## src/rtl/mem_arbiter_pkg.sv

```systemverilog
// Shared types and constants for the memory-controller arbiter.
package mem_arbiter_pkg;

  // funct3 width/sign codes understood by the memory controller
  typedef enum logic [2:0] {
    OP_LB  = 3'b000,
    OP_LH  = 3'b001,
    OP_LW  = 3'b010,
    OP_LBU = 3'b100,
    OP_LHU = 3'b101
  } mem_op_e;

  // Which requester currently holds the controller
  typedef enum logic [1:0] {
    OWN_NONE = 2'd0,
    OWN_IF   = 2'd1,
    OWN_LSB  = 2'd2
  } owner_e;

  // Arbiter sequencing states
  typedef enum logic [1:0] {
    ST_IDLE  = 2'd0,
    ST_ISSUE = 2'd1,
    ST_WAIT  = 2'd2,
    ST_DRAIN = 2'd3
  } state_e;

  // Width of the starvation counter; covers limits up to 7
  localparam int STARVE_W = 3;

endpackage

```

## src/rtl/mem_arb_pick.sv

```systemverilog
// LSB-first priority select with a starvation bound protecting fetch.
module mem_arb_pick
  import mem_arbiter_pkg::*;
#(
  parameter int STARVE_LIMIT = 4
) (
  input  logic clk,
  input  logic rst,
  input  logic if_req,
  input  logic lsb_req,
  input  logic grant_if,
  input  logic grant_lsb,
  input  logic clear,
  output logic sel_if,
  output logic sel_lsb
);

  localparam logic [STARVE_W-1:0] LIMIT = STARVE_W'(STARVE_LIMIT);

  logic [STARVE_W-1:0] starve_cnt_reg;

  // LSB wins unless fetch is waiting and LSB has already used up its run
  always_comb begin
    sel_lsb = lsb_req && (!if_req || (starve_cnt_reg < LIMIT));
    sel_if  = if_req && !sel_lsb;
  end

  // Count consecutive LSB grants taken while fetch was waiting
  always_ff @(posedge clk) begin
    if (rst) begin
      starve_cnt_reg <= '0;
    end else if (clear || grant_if) begin
      starve_cnt_reg <= '0;
    end else if (grant_lsb) begin
      if (!if_req) begin
        starve_cnt_reg <= '0;
      end else if (starve_cnt_reg != LIMIT) begin
        starve_cnt_reg <= starve_cnt_reg + 1'b1;
      end
    end
  end

endmodule

```

## src/rtl/mem_arbiter.sv

```systemverilog
// Sequences the shared byte-serial memory controller between the
// instruction fetcher and the load/store buffer, one request at a time.
module mem_arbiter
  import mem_arbiter_pkg::*;
#(
  parameter int STARVE_LIMIT = 4
) (
  input  logic        clk,
  input  logic        rst,
  input  logic        rdy,
  input  logic        rob_clear,
  input  logic        if_req,
  input  logic [31:0] if_addr,
  output logic        if_grant,
  output logic        if_done,
  output logic [31:0] if_data,
  output logic [31:0] if_data_addr,
  input  logic        lsb_req,
  input  logic        lsb_is_store,
  input  logic [2:0]  lsb_op,
  input  logic [31:0] lsb_addr,
  input  logic [31:0] lsb_wdata,
  output logic        lsb_grant,
  output logic        lsb_done,
  output logic [31:0] lsb_rdata,
  output logic        mc_valid,
  output logic        mc_is_store,
  output logic [2:0]  mc_op,
  output logic [31:0] mc_addr,
  output logic [31:0] mc_wdata,
  input  logic        mc_accept,
  input  logic        mc_done,
  input  logic [31:0] mc_rdata
);

  state_e state_reg;
  owner_e owner_reg;
  logic   flushed_reg;   // store saw a flush while still in ISSUE

  logic sel_if;
  logic sel_lsb;
  logic store_owner;
  logic do_abandon;
  logic grant_if;
  logic grant_lsb;

  // A store in flight must always complete; fetches and loads may be dropped
  assign store_owner = (owner_reg == OWN_LSB) && mc_is_store;
  assign do_abandon  = rdy && rob_clear && !store_owner &&
                       ((state_reg == ST_ISSUE) || (state_reg == ST_WAIT));
  assign grant_lsb   = rdy && !rob_clear && (state_reg == ST_IDLE) && sel_lsb;
  assign grant_if    = rdy && !rob_clear && (state_reg == ST_IDLE) && sel_if;

  mem_arb_pick #(
    .STARVE_LIMIT(STARVE_LIMIT)
  ) u_pick (
    .clk       (clk),
    .rst       (rst),
    .if_req    (if_req),
    .lsb_req   (lsb_req),
    .grant_if  (grant_if),
    .grant_lsb (grant_lsb),
    .clear     (do_abandon),
    .sel_if    (sel_if),
    .sel_lsb   (sel_lsb)
  );

  // Main sequencer: latch, issue, wait for completion, route the result
  always_ff @(posedge clk) begin
    if (rst) begin
      state_reg    <= ST_IDLE;
      owner_reg    <= OWN_NONE;
      flushed_reg  <= 1'b0;
      if_grant     <= 1'b0;
      if_done      <= 1'b0;
      if_data      <= '0;
      if_data_addr <= '0;
      lsb_grant    <= 1'b0;
      lsb_done     <= 1'b0;
      lsb_rdata    <= '0;
      mc_valid     <= 1'b0;
      mc_is_store  <= 1'b0;
      mc_op        <= '0;
      mc_addr      <= '0;
      mc_wdata     <= '0;
    end else if (rdy) begin
      if_grant  <= 1'b0;
      lsb_grant <= 1'b0;
      if_done   <= 1'b0;
      lsb_done  <= 1'b0;
      case (state_reg)
        ST_IDLE: begin
          if (grant_lsb) begin
            owner_reg   <= OWN_LSB;
            flushed_reg <= 1'b0;
            mc_valid    <= 1'b1;
            mc_is_store <= lsb_is_store;
            mc_op       <= lsb_op;
            mc_addr     <= lsb_addr;
            mc_wdata    <= lsb_wdata;
            lsb_grant   <= 1'b1;
            state_reg   <= ST_ISSUE;
          end else if (grant_if) begin
            owner_reg   <= OWN_IF;
            flushed_reg <= 1'b0;
            mc_valid    <= 1'b1;
            mc_is_store <= 1'b0;
            mc_op       <= OP_LW;
            mc_addr     <= if_addr;
            mc_wdata    <= '0;
            if_grant    <= 1'b1;
            state_reg   <= ST_ISSUE;
          end
        end
        ST_ISSUE: begin
          if (do_abandon) begin
            mc_valid  <= 1'b0;
            owner_reg <= OWN_NONE;
            state_reg <= ST_IDLE;
          end else begin
            if (rob_clear) begin
              flushed_reg <= 1'b1;
            end
            if (mc_accept) begin
              mc_valid  <= 1'b0;
              state_reg <= (flushed_reg || rob_clear) ? ST_DRAIN : ST_WAIT;
            end
          end
        end
        ST_WAIT: begin
          if (do_abandon) begin
            owner_reg <= OWN_NONE;
            state_reg <= ST_IDLE;
          end else if (mc_done) begin
            if (owner_reg == OWN_IF) begin
              if_data      <= mc_rdata;
              if_data_addr <= mc_addr;
              if_done      <= 1'b1;
            end else begin
              if (!mc_is_store) begin
                lsb_rdata <= mc_rdata;
              end
              lsb_done <= 1'b1;
            end
            owner_reg <= OWN_NONE;
            state_reg <= ST_IDLE;
          end else if (rob_clear) begin
            state_reg <= ST_DRAIN;
          end
        end
        default: begin
          if (mc_done) begin
            lsb_done  <= 1'b1;
            owner_reg <= OWN_NONE;
            state_reg <= ST_IDLE;
          end
        end
      endcase
    end
  end

endmodule

```

## config.mk

```make
export PLATFORM = sky130hd
export DESIGN_NAME = mem_arbiter
export DESIGN_NICKNAME = d
export VERILOG_FILES = /design/src/rtl/mem_arbiter_pkg.sv /design/src/rtl/mem_arb_pick.sv /design/src/rtl/mem_arbiter.sv
export SDC_FILE = /design/constraint.sdc
export NUM_CORES = 1
export LEC_CHECK = 0
export CORE_UTILIZATION = 46
export CTS_BUF_LIST = sky130_fd_sc_hd__clkbuf_4 sky130_fd_sc_hd__clkbuf_8 sky130_fd_sc_hd__clkbuf_16
export CTS_CLUSTER_DIAMETER = 150
export DETAILED_ROUTE_END_ITERATION = 16
export PLACE_DENSITY = 0.86
export SYNTH_ARGS = -nofsm -noshare
export SYNTH_HDL_FRONTEND = slang
export SYNTH_SLANG_ARGS = --single-unit
export TNS_END_PERCENT = 50
```

## constraint.sdc

```tcl
create_clock -name clk -period 4.35 [get_ports clk]
set_input_delay 0.6525 -clock clk [delete_from_list [all_inputs] [get_ports clk]]
set_output_delay 0.6525 -clock clk [all_outputs]
set_load 0.01 [all_outputs]
```

**After elaboration in Yosys (flattened, before gate mapping)**

Cells that the tools add are included.

- Latch bits: 0
- Memories kept: 0
- Output and inout port bits: 169
- Flip-flop bits (word level): 177
- Memory bits (read-only): 0
- Memory bits (writable): 0
- Bits of input ports: 140

- $mul: 0
- Reduce and logical (&&, ||, !) cells: 32
- Add/subtract/negate cells: 1
- Divide/modulo/power cells: 0
- Bitwise gates (word level): 3
- Equal/unequal tests: 12
- Shifts and indexed selects: 0
- Magnitude comparators: 1
- Multiplexer cells: 48

Operator list:

| kind | count |
|---|---|
| $mux 32 | 4 |
| $mux 2 | 12 |
| $mux 1 | 23 |
| $reduce_and 5->1 | 3 |
| $mux 3 | 4 |
| $pmux 2 s3 | 2 |
| $logic_and 1x1->1 | 10 |
| $ne 3x2->1 const B | 2 |
| $pmux 1 s2 | 3 |
| $reduce_and 3->1 | 2 |
| $reduce_and 6->1 | 1 |
| $eq 2x1->1 const B | 2 |
| $eq 2x2->1 const B | 2 |
| $logic_not 1->1 | 4 |
| $logic_or 1x1->1 | 4 |
| $ne 2x1->1 const B | 2 |
| $ne 2x2->1 const B | 2 |
| $ne 4x3->1 const B | 1 |
| $reduce_and 4->1 | 1 |
| $reduce_bool 2->1 | 2 |
| $reduce_bool 4->1 | 1 |
| $reduce_or 2->1 | 2 |
| $add 3x1->3 const B | 1 |
| $lt 3x3->1 const B | 1 |
| 4 further kinds | 6 |

**Longest topological paths before layout**

- Depth in word-level cells: 9
- Depth in mapped cells: 8
- Depth with buffers taken out: 6

**By module**

Synthesis repeated with hierarchy kept, for this count alone.

- Cells, all modules: 857
- Area total of the unflattened synthesis: 6,826.5 sq um

By module, submodules not included:

| module | times used | area an instance (sq um) | cells an instance | seq. area each (sq um) |
|---|---|---|---|---|
| mem_arbiter | 1 | 6,625.1 | 835 | 3,483.3 |
| mem_arb_pick | 1 | 201.4 | 22 | 60.1 |

**Least setup slack after synthesis**

Ideal clock, no wire load.

- Path kind: register to register
- Start point: register state_reg[0]
- End point: register lsb_rdata[10]
- Setup time: 132 ps
- Clock period less this slack: 1,854 ps
- Cell stages (with the launch flop): 9
- Setup slack: 2,496 ps
- Arrival: 1,721 ps
- Cells stage by stage: dfxtp_1 inv_1 ha_1 and3_1 buf_6 a211o_1 clkbuf_2 o21ai_0 a21oi_1

- Longest elaborated chain between the ends: 5

RTL lines:

| element | line | source |
|---|---|---|
| start, declared | mem_arbiter.sv:36 | `state_e state_reg;` |
| start signal, assigned | mem_arbiter.sv:126 | `state_reg <= (flushed_reg \|\| rob_clear) ? ST_DRAIN : ST_WAIT;` |
| $eq 2x1->1 / $eq 2x2->1 (equally long branches) | mem_arbiter.sv:50, mem_arbiter.sv:91 |  |
| $logic_or 1x1->1 | mem_arbiter.sv:50 | `((state_reg == ST_ISSUE) \|\| (state_reg == ST_WAIT));` |
| $logic_and 1x1->1 | mem_arbiter.sv:49 | `assign do_abandon = rdy && rob_clear && !store_owner &&` |
| $not 1->1 (no source line) | - |  |
| $reduce_and 6->1 (no source line) * | - |  |
| end signal, assigned | mem_arbiter.sv:141 | `lsb_rdata <= mc_rdata;` |
| end, declared | mem_arbiter.sv:25 | `output logic [31:0] lsb_rdata,` |

Every way passes the cells marked *; elsewhere a longest branch is shown, timed or not.
A chain may end at the register's enable or synchronous reset.

**Final worst setup path**

- Start point: input rdy
- End point: register lsb_rdata[30]

- Longest elaborated chain between the ends: 5

RTL lines:

| element | line | source |
|---|---|---|
| start, declared | mem_arbiter.sv:10 | `input logic rdy,` |
| $logic_and 1x1->1 (3 in series) | mem_arbiter.sv:49 |  |
| $not 1->1 (no source line) | - |  |
| $reduce_and 6->1 (no source line) * | - |  |

Marks and branches as above.

==> summary.md <==
| Metric | Value |
|---|---|
| Clock slew at reported path FFs | `70 ps` |
| Slew Viols, Final | `0` |
| Placed insts | `around 1.3k` |
| DR DRC count | `0` |
| Hold Worst Slack | `453 ps` |
| Power Dens Cells | `344 nW/µm²` |
| # IOs | `just over 300` |
| Post-synth top area share | `0.497` |
| Detailed Place HPWL | `14.2 mm` |
| Layout Cells excl Fill | `1292` |
| Mapped Area | `7130 µm²` |
| Crit path kind | `in -> reg` |
| Max_slew headroom | `0.302` |
| Crit end category | `register` |
| Die width | `126 µm` |
| Final period utilization | `0.633` |
| Postcts setup bufs | `0` |
| Total global routing overflow | `0` |
| Pleak | `0.00420 µW` |
| Slew @ Worst Pin | `1050 ps` |
| Most frequent cell after synthesis | `dfxtp_1` |
| Sw Share | `0.238` |
| EDFF count, synth | `0` |
| Vias | `roughly 7k` |
| RSZ-0062 raised after global routing | `false` |
| IO buf count | `about 310` |
| Post-cts gate resize count | `0` |
| Cells after Synth | `821` |
| Layout cell share with drive strength beyond 1 | `0.0471` |
| Largest net degree at the start of global routing | `96` |
| CTS tree | `yes` |
| Yosys cell types | `42` |
| Initial cell density of the core | `0.471` |
| Initial antenna violation count | `0` |
| Die footprint | `between 15000 and 20000 µm²` |
| Register area share after synthesis | `0.497` |
| Final setup viols | `0` |
| Net load switching power | `889 µW` |
| Critical path peak fanout | `32` |
| Worst vdd ir | `0.330 mV` |
| Vias in the first global route | `6580` |
| H-tree depth | `4` |
| Critical path's largest stage delay | `approximately 770 ps` |
| Hold_buf cts | `0` |
| Async set-reset flop share out of synthesis | `0` |
| Status | `finished, final reports clean` |
| Largest cells by area after synthesis | `dfxtp_1, mux2i_1, a21oi_1` |
| Final hold vios | `0` |
| Max Clock Freq | `~360 MHz` |
| Final setup TNS | `0 ps` |
| Seq pwr share | `0.454` |
| First-pass iteration count of the detailed router | `5` |
| Final core occ | `0.717` |
| Synthesized flop and latch total | `~180` |
| Area growth from synthesis to layout | `52.3%` |
| Routed wire length | `21.2 mm` |
| Post-synth top cells | `dfxtp_1, nand2_1, a21oi_1, nor2_1, mux2i_1` |
| P_int | `2850 µW` |
| Row count | `45` |
| Synth warnings | `0` |
| Clk buf depth | `2` |
| Top_reg_cell synth | `dfxtp_1` |
| Top cell type by total area after synthesis | `dfxtp_1` |
| Wire per inst | `16.4 µm` |
| Root buffer cell | `clkbuf_16` |
| Critical-path cell list | `clkdlybuf4s50_1 -> and3_1 -> a211o_1 -> o21ai_0 -> a21oi_1` |
| Pre-CTS setup slack | `1240 ps` |
| Worst skew pair latency | `about 420 ps` |
| DRT antenna net count | `0` |
| CP Launch Type | `input port` |
| Layout Nets | `1237` |
| Vias per std cell | `5.27` |
| Max_cap viols | `0` |
| Syn_area_per_cell | `8.68 µm²` |
| Tot GR Track Use | `0.263` |
| Antenna Cells | `0` |
| Die Y | `roughly 130 µm` |
| Combinational Power Share | `0.119` |
| Fin crit period | `around 2800 ps` |
| Worst clock skew | `11.2 ps` |
| Starting DRT DRC Count | `between 500 and 600` |
| First-pass GRT wire length | `33.4 mm` |
| CTS sink cnt | `177` |
| Slowest-stage cell, CP | `a211o_1` |
| Worst Path Required | `roughly 4700 ps` |
| Synthesized net count | `approximately 970` |
| WP data arrival | `approximately 3100 ps` |
| Placer Congestion | `0.857` |
| Setup ws final | `roughly 1600 ps` |
| Worst hold path class | `reg -> reg` |
| TritonCTS buffer count | `17` |
| Core area | `15100 µm²` |
| Clock share of power | `0.427` |
## layout by cell type (no fill, tap or decap), drive strengths merged, types with 9 or more instances in the layout
| cell | Yosys | layout |
|---|---|---|
| a21oi | 104 | 104 |
| a211oi | 34 | 34 |
| nand2 | 134 | 134 |
| and2 | 37 | 37 |
| nand2b | 9 | 9 |
| nor2 | 75 | 75 |
| nand3 | 32 | 32 |
| mux2i | 69 | 69 |
| buf | 36 | 11 |
| o21ai | 36 | 36 |
| clkdlybuf4s50 | 0 | 307 |
| clkbuf | 31 | 18 |
| inv | 10 | 15 |
| dfxtp | 177 | 177 |
## power by group through the flow
stage	logic [µW]	clock network, µW	registers (µW)
2_1_floorplan	175	0	1740
3_3_place_gp	438	0	1730
3_5_place_dp	441	0	1730
4_1_cts	446	1610	1700
5_1_grt	478	1680	1700
6_report	446	1590	1700
## logic make-up after synthesis
logic type / count (synthesis) / synth area share
simple gates: 306 / 0.194
fa+ha+maj: 6 / 0.0105
compound gates: 186 / 0.152
buf+inv: 77 / 0.0499
flops: 177 / 0.497
mux: 69 / 0.0969
## path summary, 6_finish.rpt
| path | from | endpoint | slack (ps) | cells after the start |
|---|---|---|---|---|
| hold / removal | if_data_addr[14]$_SDFFE_PP0P_ | if_data_addr[14]$_SDFFE_PP0P_ | 450 | 2 |
| setup reg to reg | state_reg[0]$_SDFFE_PP0P_ | lsb_rdata[30]$_SDFFE_PP0P_ | 1890 | 6 |
| hold reg to reg | if_data_addr[14]$_SDFFE_PP0P_ | if_data_addr[14]$_SDFFE_PP0P_ | 450 | 2 |
| setup / recovery | rdy | lsb_rdata[30]$_SDFFE_PP0P_ | 1600 | 5 |
## metrics by stage
stage | power (µW) | instance area (µm²)
after global placement | 2170 | 10200
after CTS | 3760 | 10900
after detailed placement | 2170 | 10200
final | 3730 | 10900
after global routing | 3860 | 10900
after floorplan | 1920 | 7130
## worst max-delay path: cells and delay by family
family	cells	cell delay, ps
buf+inv	1	750
simple gates	1	440
compound gates	3	1240
## cell type report
type	instances	area, µm²
Clock inverter	14	176
Fill cell	1169	4290
Timing Repair Buffer	318	3180
Tap cell	188	235
Inverter	10	37.5
Multi-Input combinational cell	567	3240
Clock buffer	18	439
Sequential cell	177	3540
## per-layer routing
| metal | track usage | part of all wire | vias up | routed length (µm) |
|---|---|---|---|---|
| met2 | 0.462 | 0.50 | 262 | 10500 |
| li1 | - | - | 3316 | - |
| met1 | 0.303 | 0.41 | 3183 | 8580 |
| met5 | 0 | 0 | - | 0 |
| met4 | 0.118 | 0.037 | 0 | 784 |
| met3 | 0.0616 | 0.061 | 52 | 1290 |
No activity file was read; power rests on OpenSTA's default activity.
